<file path="config.mk">
export PLATFORM = sky130hd
export DESIGN_NAME = usb_tx_serializer
export DESIGN_NICKNAME = d
export VERILOG_FILES = /design/src/rtl/usb_tx_serializer.sv
export SDC_FILE = /design/constraint.sdc
export NUM_CORES = 1
export LEC_CHECK = 0
export BUFFER_PORTS_ARGS = -buffer_cell sky130_fd_sc_hd__buf_2
export CAP_MARGIN = 30
export CORE_MARGIN = 1
export CORE_UTILIZATION = 55
export CTS_BUF_LIST = sky130_fd_sc_hd__clkbuf_2 sky130_fd_sc_hd__clkbuf_4 sky130_fd_sc_hd__clkbuf_8
export CTS_CLUSTER_DIAMETER = 150
export DETAILED_ROUTE_END_ITERATION = 12
export PLACE_DENSITY = 0.83
export SLEW_MARGIN = 25
export SYNTH_ARGS = -nofsm -noshare
export SYNTH_HDL_FRONTEND = slang
export SYNTH_SLANG_ARGS = --single-unit
</file>
<file path="constraint.sdc">
create_clock -name clk -period 2.05 [get_ports clk]
set_input_delay 0.3075 -clock clk [delete_from_list [all_inputs] [get_ports clk]]
set_output_delay 0.3075 -clock clk [all_outputs]
set_load 0.02 [all_outputs]
</file>
<file path="src/rtl/usb_tx_serializer.sv">
// usb_tx_serializer: turns a byte stream into USB line levels (SYNC, NRZI payload with
// bit stuffing, EOP), one bit per CLKS_PER_BIT clocks, with registered D+/D- outputs.
module usb_tx_serializer #(
    parameter int unsigned CLKS_PER_BIT = 8
) (
    input  logic       clk,
    input  logic       rst,
    input  logic       tx_start,
    input  logic [7:0] tx_data,
    input  logic       tx_valid,
    input  logic       tx_last,
    output logic       tx_ready,
    output logic       d_plus_out,
    output logic       d_minus_out,
    output logic       tx_busy,
    output logic       tx_done,
    output logic       tx_underrun
);

    typedef enum logic [2:0] {
        StIdle,
        StSync,
        StData,
        StStuff,
        StEopSe0,
        StEopJ
    } state_e;

    localparam logic [7:0] TimerMax    = 8'(CLKS_PER_BIT - 1);
    localparam logic [7:0] SyncPattern = 8'h80;

    state_e     state_q, state_d;
    logic [7:0] timer_q, timer_d;
    logic [2:0] bit_idx_q, bit_idx_d;
    logic [2:0] ones_q, ones_d;
    logic [7:0] shift_q, shift_d;
    logic       last_q, last_d;
    logic       prev_q, prev_d;
    logic       hold_valid_q, hold_valid_d;
    logic [7:0] hold_data_q, hold_data_d;
    logic       hold_last_q, hold_last_d;
    logic       urun_q, urun_d;
    logic       dp_q, dp_d;
    logic       dm_q, dm_d;
    logic       busy_q, busy_d;
    logic       done_q, done_d;
    logic       underrun_q, underrun_d;

    logic wrap;
    logic level;
    logic advance;
    logic accept;

    assign wrap   = (timer_q == TimerMax);
    assign accept = tx_valid && !hold_valid_q;
    // NRZI: prev_q is the level of the previous bit time, 1 meaning J.
    assign level  = shift_q[0] ? prev_q : ~prev_q;

    always_comb begin
        state_d      = state_q;
        timer_d      = wrap ? 8'd0 : timer_q + 8'd1;
        bit_idx_d    = bit_idx_q;
        ones_d       = ones_q;
        shift_d      = shift_q;
        last_d       = last_q;
        prev_d       = prev_q;
        hold_valid_d = hold_valid_q;
        hold_data_d  = hold_data_q;
        hold_last_d  = hold_last_q;
        urun_d       = urun_q;
        advance      = 1'b0;

        if (accept) begin
            hold_valid_d = 1'b1;
            hold_data_d  = tx_data;
            hold_last_d  = tx_last;
        end

        case (state_q)
            StIdle: begin
                timer_d = 8'd0;
                if (tx_start && !busy_q) begin
                    state_d   = StSync;
                    shift_d   = SyncPattern;
                    bit_idx_d = 3'd0;
                    ones_d    = 3'd0;
                    last_d    = 1'b0;
                    prev_d    = 1'b1;
                    urun_d    = 1'b0;
                end
            end
            StSync: begin
                if (wrap) begin
                    prev_d  = level;
                    ones_d  = shift_q[0] ? ones_q + 3'd1 : 3'd0;
                    advance = 1'b1;
                end
            end
            StData: begin
                if (wrap) begin
                    prev_d = level;
                    if (!shift_q[0]) begin
                        ones_d  = 3'd0;
                        advance = 1'b1;
                    end else if (ones_q == 3'd5) begin
                        // Sixth consecutive one: the next bit time is a stuffed zero.
                        ones_d  = 3'd0;
                        state_d = StStuff;
                    end else begin
                        ones_d  = ones_q + 3'd1;
                        advance = 1'b1;
                    end
                end
            end
            StStuff: begin
                if (wrap) begin
                    prev_d  = ~prev_q;
                    advance = 1'b1;
                end
            end
            StEopSe0: begin
                if (wrap) begin
                    if (bit_idx_q == 3'd1) begin
                        state_d = StEopJ;
                    end else begin
                        bit_idx_d = bit_idx_q + 3'd1;
                    end
                end
            end
            StEopJ: begin
                if (wrap) begin
                    state_d = StIdle;
                end
            end
            default: begin
                state_d = StIdle;
            end
        endcase

        // A finished bit (data or stuffed) moves to the next bit or crosses a byte boundary.
        if (advance) begin
            if (bit_idx_q != 3'd7) begin
                bit_idx_d = bit_idx_q + 3'd1;
                shift_d   = {1'b0, shift_q[7:1]};
                state_d   = (state_q == StSync) ? StSync : StData;
            end else if (last_q) begin
                bit_idx_d = 3'd0;
                state_d   = StEopSe0;
            end else if (hold_valid_q) begin
                hold_valid_d = 1'b0;
                shift_d      = hold_data_q;
                last_d       = hold_last_q;
                bit_idx_d    = 3'd0;
                state_d      = StData;
            end else begin
                urun_d    = 1'b1;
                bit_idx_d = 3'd0;
                state_d   = StEopSe0;
            end
        end
    end

    // Output stage: registered one cycle behind the state so every level lasts exactly
    // CLKS_PER_BIT cycles and the status pulses line up with what is on the wire.
    always_comb begin
        dp_d = 1'b1;
        dm_d = 1'b0;
        unique case (state_q)
            StSync, StData: begin
                dp_d = level;
                dm_d = ~level;
            end
            StStuff: begin
                dp_d = ~prev_q;
                dm_d = prev_q;
            end
            StEopSe0: begin
                dp_d = 1'b0;
                dm_d = 1'b0;
            end
            default: begin
                dp_d = 1'b1;
                dm_d = 1'b0;
            end
        endcase
        busy_d     = (state_q != StIdle);
        done_d     = (state_q == StEopJ) && wrap;
        underrun_d = (state_q == StEopSe0) && (timer_q == 8'd0) && (bit_idx_q == 3'd0) && urun_q;
    end

    always_ff @(posedge clk) begin
        if (rst) begin
            state_q      <= StIdle;
            timer_q      <= 8'd0;
            bit_idx_q    <= 3'd0;
            ones_q       <= 3'd0;
            shift_q      <= 8'd0;
            last_q       <= 1'b0;
            prev_q       <= 1'b1;
            hold_valid_q <= 1'b0;
            hold_data_q  <= 8'd0;
            hold_last_q  <= 1'b0;
            urun_q       <= 1'b0;
            dp_q         <= 1'b1;
            dm_q         <= 1'b0;
            busy_q       <= 1'b0;
            done_q       <= 1'b0;
            underrun_q   <= 1'b0;
        end else begin
            state_q      <= state_d;
            timer_q      <= timer_d;
            bit_idx_q    <= bit_idx_d;
            ones_q       <= ones_d;
            shift_q      <= shift_d;
            last_q       <= last_d;
            prev_q       <= prev_d;
            hold_valid_q <= hold_valid_d;
            hold_data_q  <= hold_data_d;
            hold_last_q  <= hold_last_d;
            urun_q       <= urun_d;
            dp_q         <= dp_d;
            dm_q         <= dm_d;
            busy_q       <= busy_d;
            done_q       <= done_d;
            underrun_q   <= underrun_d;
        end
    end

    assign tx_ready    = ~hold_valid_q;
    assign d_plus_out  = dp_q;
    assign d_minus_out = dm_q;
    assign tx_busy     = busy_q;
    assign tx_done     = done_q;
    assign tx_underrun = underrun_q;

endmodule

</file>
==> metrics.cfg, run 1 <==
[timing]
drv_slew = 0
hold_viol_final = 0
rsz0062_at_grt = yes
fin_crit_sh_pct = 98.0
min_period_ns = 2.01
slew_headroom_pct = 60.0
fmax_mhz = 498
tightest_slew_ns = 0.594
hold_ws_ns = 0.163
finalSetupTns_ns = 0
finalSetupViolations = 0
fin_worst_skew_ns = 0.00848

[die]
core_area_sq_mm = 0.00342
fp-row-count = 21
die_x_um = 62.2
num_io_pins = 19
die_area_sq_mm = 0.00387
start_util_pct = 58.4
die_h_um = 62.2

[hold_path]
min_to = hold_data_q[5]
worstHoldPathType = in2reg
min_path_cells = 3
hp-start = tx_data[5]

[global_route]
grt_overflow = 0
antenna_found_initial = 0
grt_pass1_wl_um = 7090
track_usage_pct = 23.2
grt_pass1_vias = 1679
grt_max_degree = 28

[worst_setup_path]
ff2ff_setup_slack_ns = 0.04
crit_fanout = 8
cp_cell_sequence = or4_4 > or3_4 > nor3_4 > buf_6 > o221ai_1 > a21oi_1
crit_arrival_ns = 2.31
critPathCaptureType = register
reg2reg_from = timer_q[4]
cpMaxStageDelayCell = or4_4
cp-start-kind = register
worstReg2RegEnd = bit_idx_q[0]
max_stage_delay_ns = 0.55
crit_required_ns = 2.35
path_class = reg2reg
ff2ff_path_depth = 6

[synth]
synth_area_sq_mm = 0.00200
synthCells = 235
syn_avg_cell_area_sq_um = 8.49
synth-seq-cells = 43
yosys-top-cells-area = dfxtp_1, a21oi_1, nand2_1, ha_1, a22oi_1
async_flop_share_pct = 0
yosys_warnings = 0
synthFlopType = dfxtp_1
synth_area_leader_cell = dfxtp_1
ys_seq_area_share_pct = 43.1
synth.net_count = 256
synth_top_area_share_pct = 43.1
synth_cell_types = 43
synth.most_common_cell = dfxtp_1
synth-edff-count = 0
synthTopCellsByCount = dfxtp_1, nand2_1, a21oi_1, nor2_1

[clock_tree]
path_clk_slew_ns = 0.13
cts_hold_buf = 0
cts_root_buffer = clkbuf_4
cts_sinks = 43
cts_tree = done
insertion_delay_ns = 0.36
cts-buffers-inserted = 5
clk_path_buf_depth = 2
htree_levels = 2

[drt]
drc = 0
routed_wl_um = 4100
viasPerCell = 5.49
drt-pass1-iter-count = 4
drt_iter0_markers = 108
via_count = 1714
drtAntennaViolNets = 0
routedWlPerCell_um = 13.1

[power]
cellPowerDensity_mw_per_mm2 = 614
p_leak_nw = 0.870
ir_drop_v = 0.000486

[place]
numPortBuffers = 18
globalplace.congestion = 0.875
dp_hpwl_um = 2990

[outcome]
status = finished clean

[job]
cap_violations = 0

[finish]
final_nets = 286
final_core_util_pct = 67.4
antennaDiodeCount = 0
areaGrowthSynthToFinish_pct = 15.3
drive_gt1_share_pct = 21.1
fillers = 315

==> layout by cell type (no fill, tap or decap), types with 3 or more instances in the layout <==
| cell type | n |
|---|---|
| a21oi_1 | 31 |
| a22oi_1 | 8 |
| buf_2 | 18 |
| buf_4 | 12 |
| clkbuf_4 | 5 |
| dfxtp_1 | 41 |
| ha_1 | 8 |
| inv_1 | 9 |
| nand2_1 | 35 |
| nand3_1 | 9 |
| nand3b_1 | 3 |
| nor2_1 | 17 |
| nor2b_1 | 4 |
| nor3_1 | 4 |
| o21ai_0 | 6 |
| o221ai_1 | 3 |
| or3_1 | 3 |
| xor2_1 | 4 |
==> critical path, delay by kind of cell, from the launching register on <==
kind,cells,cell delay [ns]
DFF,1,0.34
buffers and inverters,1,0.13
AOI/OAI and AO/OA,2,0.24
and+or+nand+nor,3,1.24
==> logic make-up (layout without fill, tap and decap cells) <==
logic type      Yosys count  count (layout)  synth area share (%)
mux                       1               1                 0.502
compound gates           60              60                  18.7
xor+xnor                  6               6                  2.63
buf+inv                  19              50                  3.95
simple gates             98              98                  26.1
flops                    43              43                  43.1
fa+ha+maj                 8               8                  5.02
==> per-stage QoR <==
| stage | power [mW] | setup slack (ns) | std cells | instance area, sq um |
|---|---|---|---|---|
| floorplan | 0.973 | 0.0907 | 235 | 2000 |
| global placement | 1.02 | -0.0607 | 301 | 2200 |
| finish | 1.41 | 0.0412 | 312 | 2300 |
| CTS | 1.42 | 0.0890 | 311 | 2280 |
| global route | 1.48 | -0.0325 | 312 | 2300 |
| detailed placement | 1.02 | -0.117 | 301 | 2200 |
==> layer usage <==
layer / track usage [%] / vias to the layer above / share of wire, %
met4: 8.14 / 0 / 1.5
met5: 0 / - / 0
met3: 5.88 / 8 / 4.5
met1: 27.5 / 775 / 45
met2: 40.4 / 42 / 49
li1: - / 889 / -
==> final cells by class <==
class,count,area (sq um),share of cell area (%)
timing repair buffer,33,223,9.68
clock inverter,3,20.0,0.870
inverter,9,33.8,1.47
tap,46,57.6,2.50
multi-input combinational,173,1070,46.3
clock buffer,5,37.5,1.63
sequential,43,863,37.5
==> sequential cells by signal (all words and copies together), names as in the netlist <==
| signal | cells |
|---|---|
| d_minus_out | 1 |
| last_q | 1 |
| state_q | 3 |
| urun_q | 1 |
| tx_underrun | 1 |
| shift_q | 8 |
| hold_last_q | 1 |
| d_plus_out | 1 |
| timer_q | 8 |
| bit_idx_q | 3 |
| tx_busy | 1 |
| hold_data_q | 8 |
| ones_q | 3 |
| hold_valid_q | 1 |
| tx_done | 1 |
| prev_q | 1 |
==> report_power, final <==
group          switching (mW)  leakage (nW)  internal [mW]
logic                  0.0781         0.493         0.0491
clock network           0.282        0.0272          0.131
registers              0.0157         0.350          0.856
==> what timing repair did <==
item / 4_1_cts / 5_1_grt
setup endpoints to repair: 11 / 3
resized for setup: 1 / 5
setup buffers: 2 / 1
pin swaps: 1 / 8
==> worst max-delay path by stage <==
| stage | start | end | slack (ns) | cells past startpoint |
|---|---|---|---|---|
| CTS | timer_q[5] | bit_idx_q[0] | 0.09 | 6 |
| detailed placement | timer_q[5] | bit_idx_q[0] | -0.12 | 5 |
| floorplan | timer_q[5] | bit_idx_q[0] | 0.09 | 6 |
| finish | timer_q[4] | bit_idx_q[0] | 0.04 | 6 |
| global route | timer_q[4] | bit_idx_q[1] | -0.03 | 6 |
| global placement | timer_q[5] | bit_idx_q[1] | -0.06 | 5 |
No activity file was read; power rests on OpenSTA's default activity.
==> run 2: changes to the inputs <==
- BUFFER_PORTS_ARGS: -buffer_cell sky130_fd_sc_hd__buf_2 -> unset
- CORE_UTILIZATION: 55 -> 59
- DONT_BUFFER_PORTS: unset -> 1
==> metrics.cfg, run 2 (synthesized netlist as in run 1, its figures left out) <==
[outcome]
status = finished clean

[place]
globalplace.congestion = 0.802  ; -8.3%
dp_hpwl_um = 2900  ; -3.1%
placed_area_sq_mm = 0.00214  ; -2.8%
numPortBuffers = 0  ; -18

[drt]
via_count = 1694  ; -1.2%
routedWlPerCell_um = 13.7  ; +4.6%
drt-pass1-iter-count = 4  ; unchanged
drc = 0  ; unchanged
routed_wl_um = 4050  ; -1.1%
drtAntennaViolNets = 0  ; unchanged
viasPerCell = 5.74  ; +4.5%
drt_iter0_markers = 87  ; -19%

[finish]
antennaDiodeCount = 0  ; unchanged
layout.cells.most_common = dfxtp_1
drive_gt1_share_pct = 14.3  ; -6.7 points
top_regs = hold_data_q: 8 flops, shift_q: 8 flops, timer_q: 8 flops
fillers = 260  ; -17%
areaGrowthSynthToFinish_pct = 12.7
final_nets = 271  ; -5.2%
ff_latch_area_sq_um = 861  ; -0.29%
mostFrequentLayoutCells = dfxtp_1, nand2_1, a21oi_1
multi_input_area_sq_mm = 0.00106  ; -0.47%
fin_area_sq_mm = 0.00225  ; -2.2%

[worst_setup_path]
cpMaxStageDelayCell = or4_4
cp-start-kind = register
crit_fanout = 7  ; -1
crit_family = simple AND/OR/NAND/NOR gates
crit_arrival_ns = 2.23  ; -0.08 ns
worstSetupEndpoint = shift_q[1]
worstReg2RegEnd = shift_q[1]
path_class = reg2reg
crit_required_ns = 2.33  ; -0.02 ns
crit_path_start = timer_q[5]
crit_buf_inv = 1  ; unchanged
cp_cell_sequence = or4_4 > or3_4 > nor3_4 > buf_4 > a22oi_1 > a21oi_1
reg2reg_from = timer_q[5]
critPathCaptureType = register
ff2ff_setup_slack_ns = 0.10  ; +0.06 ns
max_stage_delay_ns = 0.54  ; about the same
cp.depth = 6  ; unchanged
ff2ff_path_depth = 6  ; unchanged

[hold_path]
worstHoldPathType = in2reg

[power]
cellPowerDensity_mw_per_mm2 = 681  ; +11%
ir_drop_v = 0.000516  ; +6.2%
p_leak_nw = 0.827  ; -5.0%

[die]
fp-row-count = 20  ; -4.8%
die_area_sq_mm = 0.00362  ; -6.6%
die_x_um = 60.2  ; -3.3%
core_area_sq_mm = 0.00313  ; -8.4%
num_io_pins = 19  ; unchanged
start_util_pct = 63.8  ; +5.4 points
die_h_um = 60.2  ; -3.3%

[job]
cap_violations = 0  ; unchanged

[timing]
drv_slew = 0  ; unchanged
fin_crit_sh_pct = 95.1  ; -2.9 points
tightest_slew_ns = 0.573  ; -0.0202 ns
min_period_ns = 1.95  ; -0.0600 ns
finalSetupTns_ns = 0  ; unchanged
fmax_mhz = 513  ; +3.1%
fin_worst_skew_ns = 0.0127  ; +0.00427 ns
slew_headroom_pct = 61.7  ; +1.7 points
finalSetupViolations = 0  ; unchanged
rsz0062_at_grt = no
hold_viol_final = 0  ; unchanged

[global_route]
grt_overflow = 0  ; unchanged
antenna_found_initial = 0  ; unchanged
grt_pass1_wl_um = 6600  ; -7.0%
grt_pass1_vias = 1516  ; -9.7%
grt_max_degree = 37  ; +32%
track_usage_pct = 24.1  ; +0.91 points

[clock_tree]
path_clk_slew_ns = 0.12  ; about the same
clk_path_buf_depth = 2  ; unchanged
cts_root_buffer = clkbuf_4
cts_sinks = 43  ; unchanged
insertion_delay_ns = 0.34  ; -0.02 ns
cts-buffers-inserted = 5  ; unchanged
htree_levels = 2  ; unchanged
cts_tree = done

run 2: final cells by class:
| type | count | share of cell area, % |
|---|---|---|
| multi-input cells | 173 | 47.2 |
| flip-flops and latches | 43 | 38.3 |
| repair buffers | 18 | 6.79 |
| well taps | 44 | 2.45 |
| clock buffers | 6 | 2.28 |
| clock inverters | 2 | 1.56 |
| inverters | 9 | 1.50 |
run 2: stage by stage:
stage / std cells / hold WS, ns / power (mW) / setup WS (ns) / util [%]
finish: 295 / 0.0178 / 1.53 / 0.101 / 71.9
global route: 295 / 0.00167 / 1.59 / 0.0105 / 71.9
CTS: 293 / 0.00760 / 1.54 / 0.102 / 71.3
detailed placement: 285 / 0.383 / 0.994 / 0.0103 / 68.4
global placement: 285 / 0.381 / 0.989 / 0.0747 / 68.4
floorplan: 235 / 0.426 / 0.973 / 0.0907 / -
run 2: worst reg2reg max path, stage by stage, from the launching register on:
cell,delay (ns)
dfxtp_1,0.33
or4_4,0.54
or3_4,0.40
nor3_4,0.22
buf_4,0.18
a22oi_1,0.09
a21oi_1,0.14
run 2: where the power goes:
group / switching [mW] / internal, mW / total [mW]
registers: 0.0198 / 0.856 / 0.876
logic: 0.0660 / 0.0413 / 0.107
clock network: 0.260 / 0.289 / 0.548
run 2: metal layers:
layer	track usage (%)	wire length (um)
met2	38.9	1960
met5	0	0
met4	5.65	20
met3	5.63	173
met1	32.3	1900
run 2: worst min path at each step:
stage               cells after the start  startpoint              to
floorplan                               1  timer_q[0]      timer_q[0]
global placement                        1         rst      state_q[2]
detailed placement                      1         rst     hold_last_q
CTS                                     1         rst       ones_q[0]
global route                            1         rst  hold_data_q[7]
finish                                  1         rst       ones_q[1]
run 2: what timing repair did:
action | in CTS | in global routing
resized for setup | 1 | 0
endpoints found under the hold margin | 0 | 13
setup endpoints to repair | 1 | 0
buffers inserted | 0 | 0
hold buffers | 0 | 2
==> run 3: changes to the inputs <==
--- a/config.mk
+++ b/config.mk
@@ -14,4 +14,5 @@
 export DONT_BUFFER_PORTS = 1
 export PLACE_DENSITY = 0.83
+export REMOVE_ABC_BUFFERS = 1
 export SLEW_MARGIN = 25
 export SYNTH_ARGS = -nofsm -noshare
==> constraint.sdc (replaced) <==
create_clock -name clk -period 2.05 [get_ports clk]
set_input_delay 0.205 -clock clk [delete_from_list [all_inputs] [get_ports clk]]
set_output_delay 0.205 -clock clk [all_outputs]
set_load 0.02 [all_outputs]
==> metrics.cfg, run 3 (synthesized netlist as in run 1, its figures left out) <==
[timing]
tightest_slew_ns = 0.577  ; +0.00330 ns
rsz0062_at_grt = no
layout_setup_ws_ns = 0.102  ; +0.000447 ns
finalSetupViolations = 0  ; unchanged
fmax_mhz = 513  ; about the same
drv_slew = 0  ; unchanged
hold_viol_final = 0  ; unchanged
slew_headroom_pct = 61.5  ; -0.22 points
min_period_ns = 1.95  ; -0.000447 ns
fin_worst_skew_ns = 0.00865  ; -0.00409 ns
fin_crit_sh_pct = 95.0  ; about the same

[finish]
top_regs = hold_data_q: 8 flops, shift_q: 8 flops, timer_q: 8 flops
drive_gt1_share_pct = 14.6  ; +0.22 points
antennaDiodeCount = 0  ; unchanged
final_core_util_pct = 74.2  ; +2.3 points
layout.cells.most_common = dfxtp_1
fin_area_sq_mm = 0.00232  ; +3.2%
final_nets = 282  ; +4.1%
mostFrequentLayoutCells = dfxtp_1, nand2_1, a21oi_1
areaGrowthSynthToFinish_pct = 16.3

[place]
globalplace.congestion = 0.916  ; +14%
placed_area_sq_mm = 0.00211  ; -1.3%
dp_hpwl_um = 2800  ; -3.3%
numPortBuffers = 0  ; unchanged
pre_cts_ws_ns = -0.0696  ; -0.0799 ns

[drt]
drt-pass1-iter-count = 4  ; unchanged
drt_iter0_markers = 140  ; +61%
routedWlPerCell_um = 14.0  ; +1.6%
wl_met1_um = 2010  ; +5.7%
viasPerCell = 5.78  ; +0.66%
met3_length_um = 149  ; -14%
drc = 0  ; unchanged
dr_wl_met2_um = 2070  ; +5.4%
via_count = 1763  ; +4.1%
drtAntennaViolNets = 0  ; unchanged
routed_wl_um = 4260  ; +5.1%
routed.top_layer = met4

[die]
num_io_pins = 19  ; unchanged
die_area_sq_mm = 0.00362  ; unchanged
core_area_sq_mm = 0.00313  ; unchanged
die_h_um = 60.2  ; unchanged
start_util_pct = 63.8  ; unchanged
fp-row-count = 20  ; unchanged
die_x_um = 60.2  ; unchanged

[worst_setup_path]
path_class = reg2reg
crit_arrival_ns = 2.24  ; about the same
crit_required_ns = 2.34  ; about the same
cp-start-kind = register
critPathCaptureType = register
crit_fanout = 8  ; +1

[hold_path]
worstHoldPathType = in2reg

[clock_tree]
cts_tree = done
cts_sinks = 43  ; unchanged
path_clk_slew_ns = 0.12  ; about the same
clk_path_buf_depth = 2  ; unchanged
cts-buffers-inserted = 5  ; unchanged
insertion_delay_ns = 0.35  ; about the same
cts_root_buffer = clkbuf_4
htree_levels = 2  ; unchanged

[global_route]
track_usage_pct = 26.6  ; +2.5 points
antenna_found_initial = 0  ; unchanged
grt_max_degree = 33  ; -11%
grt_overflow = 0  ; unchanged
grt_pass1_wl_um = 7070  ; +7.1%
grt_pass1_vias = 1578  ; +4.1%

[power]
cellPowerDensity_mw_per_mm2 = 603  ; -11%
ir_drop_v = 0.000437  ; -15%
finalPower_mw = 1.40  ; -8.6%
p_leak_nw = 0.859  ; +3.9%

[job]
cap_violations = 0  ; unchanged

[outcome]
status = finished clean

-- run 3: worst paths after layout --
path / slack, ns / from / to / cells past startpoint
max: 0.10 / timer_q[5] / bit_idx_q[1] / 6
min: 0.03 / rst / prev_q / 2
max reg2reg: 0.10 / timer_q[5] / bit_idx_q[1] / 6
min reg2reg: 0.46 / hold_data_q[6] / hold_data_q[6] / 2
-- run 3: area by class of cell --
cell class / count / area, sq um
Clock inverter: 2 / 13.8
Fill cell: 235 / 807
Multi-Input combinational cell: 173 / 1060
Inverter: 9 / 33.8
Tap cell: 44 / 55.1
Timing Repair Buffer: 29 / 255
Sequential cell: 43 / 861
Clock buffer: 5 / 37.5
-- run 3: what timing repair did --
item	4_1_cts	5_1_grt
setup buffers	3	0
hold buffers	11	1
endpoints found under the setup margin	11	2
pin swaps	2	0
hold endpoints to repair	32	1
gates resized for setup	1	1
-- run 3: report_power, final --
part | switching [mW] | total [mW] | internal (mW)
Sequential | 0.0187 | 0.875 | 0.856
Combinational | 0.0765 | 0.131 | 0.0542
Clock | 0.266 | 0.394 | 0.128
Total | 0.362 | 1.40 | 1.04
-- run 3: critical path, stage by stage (launching register included) --
cell and delay [ns]:
dfxtp_1 0.33, or4_4 0.53, or3_4 0.41, nor3_4 0.21, buf_4 0.16, o221ai_1 0.11, a21oi_1 0.14
-- run 3: per-stage QoR --
step / hold slack, ns / instances / TNS (ns)
after detailed placement: 0.278 / 283 / -0.478
after global placement: 0.277 / 283 / -0.118
after CTS: 0.00456 / 304 / 0
after floorplan: 0.274 / 225 / 0
after global routing: 0.00930 / 305 / 0
final: 0.0316 / 305 / 0
-- run 3: routing by layer --
layer / global-route usage [%] / vias to the layer above
li1: - / 872
met1: 35.0 / 841
met2: 41.8 / 44
met3: 9.31 / 6
met4: 5.98 / 0
met5: 0 / -
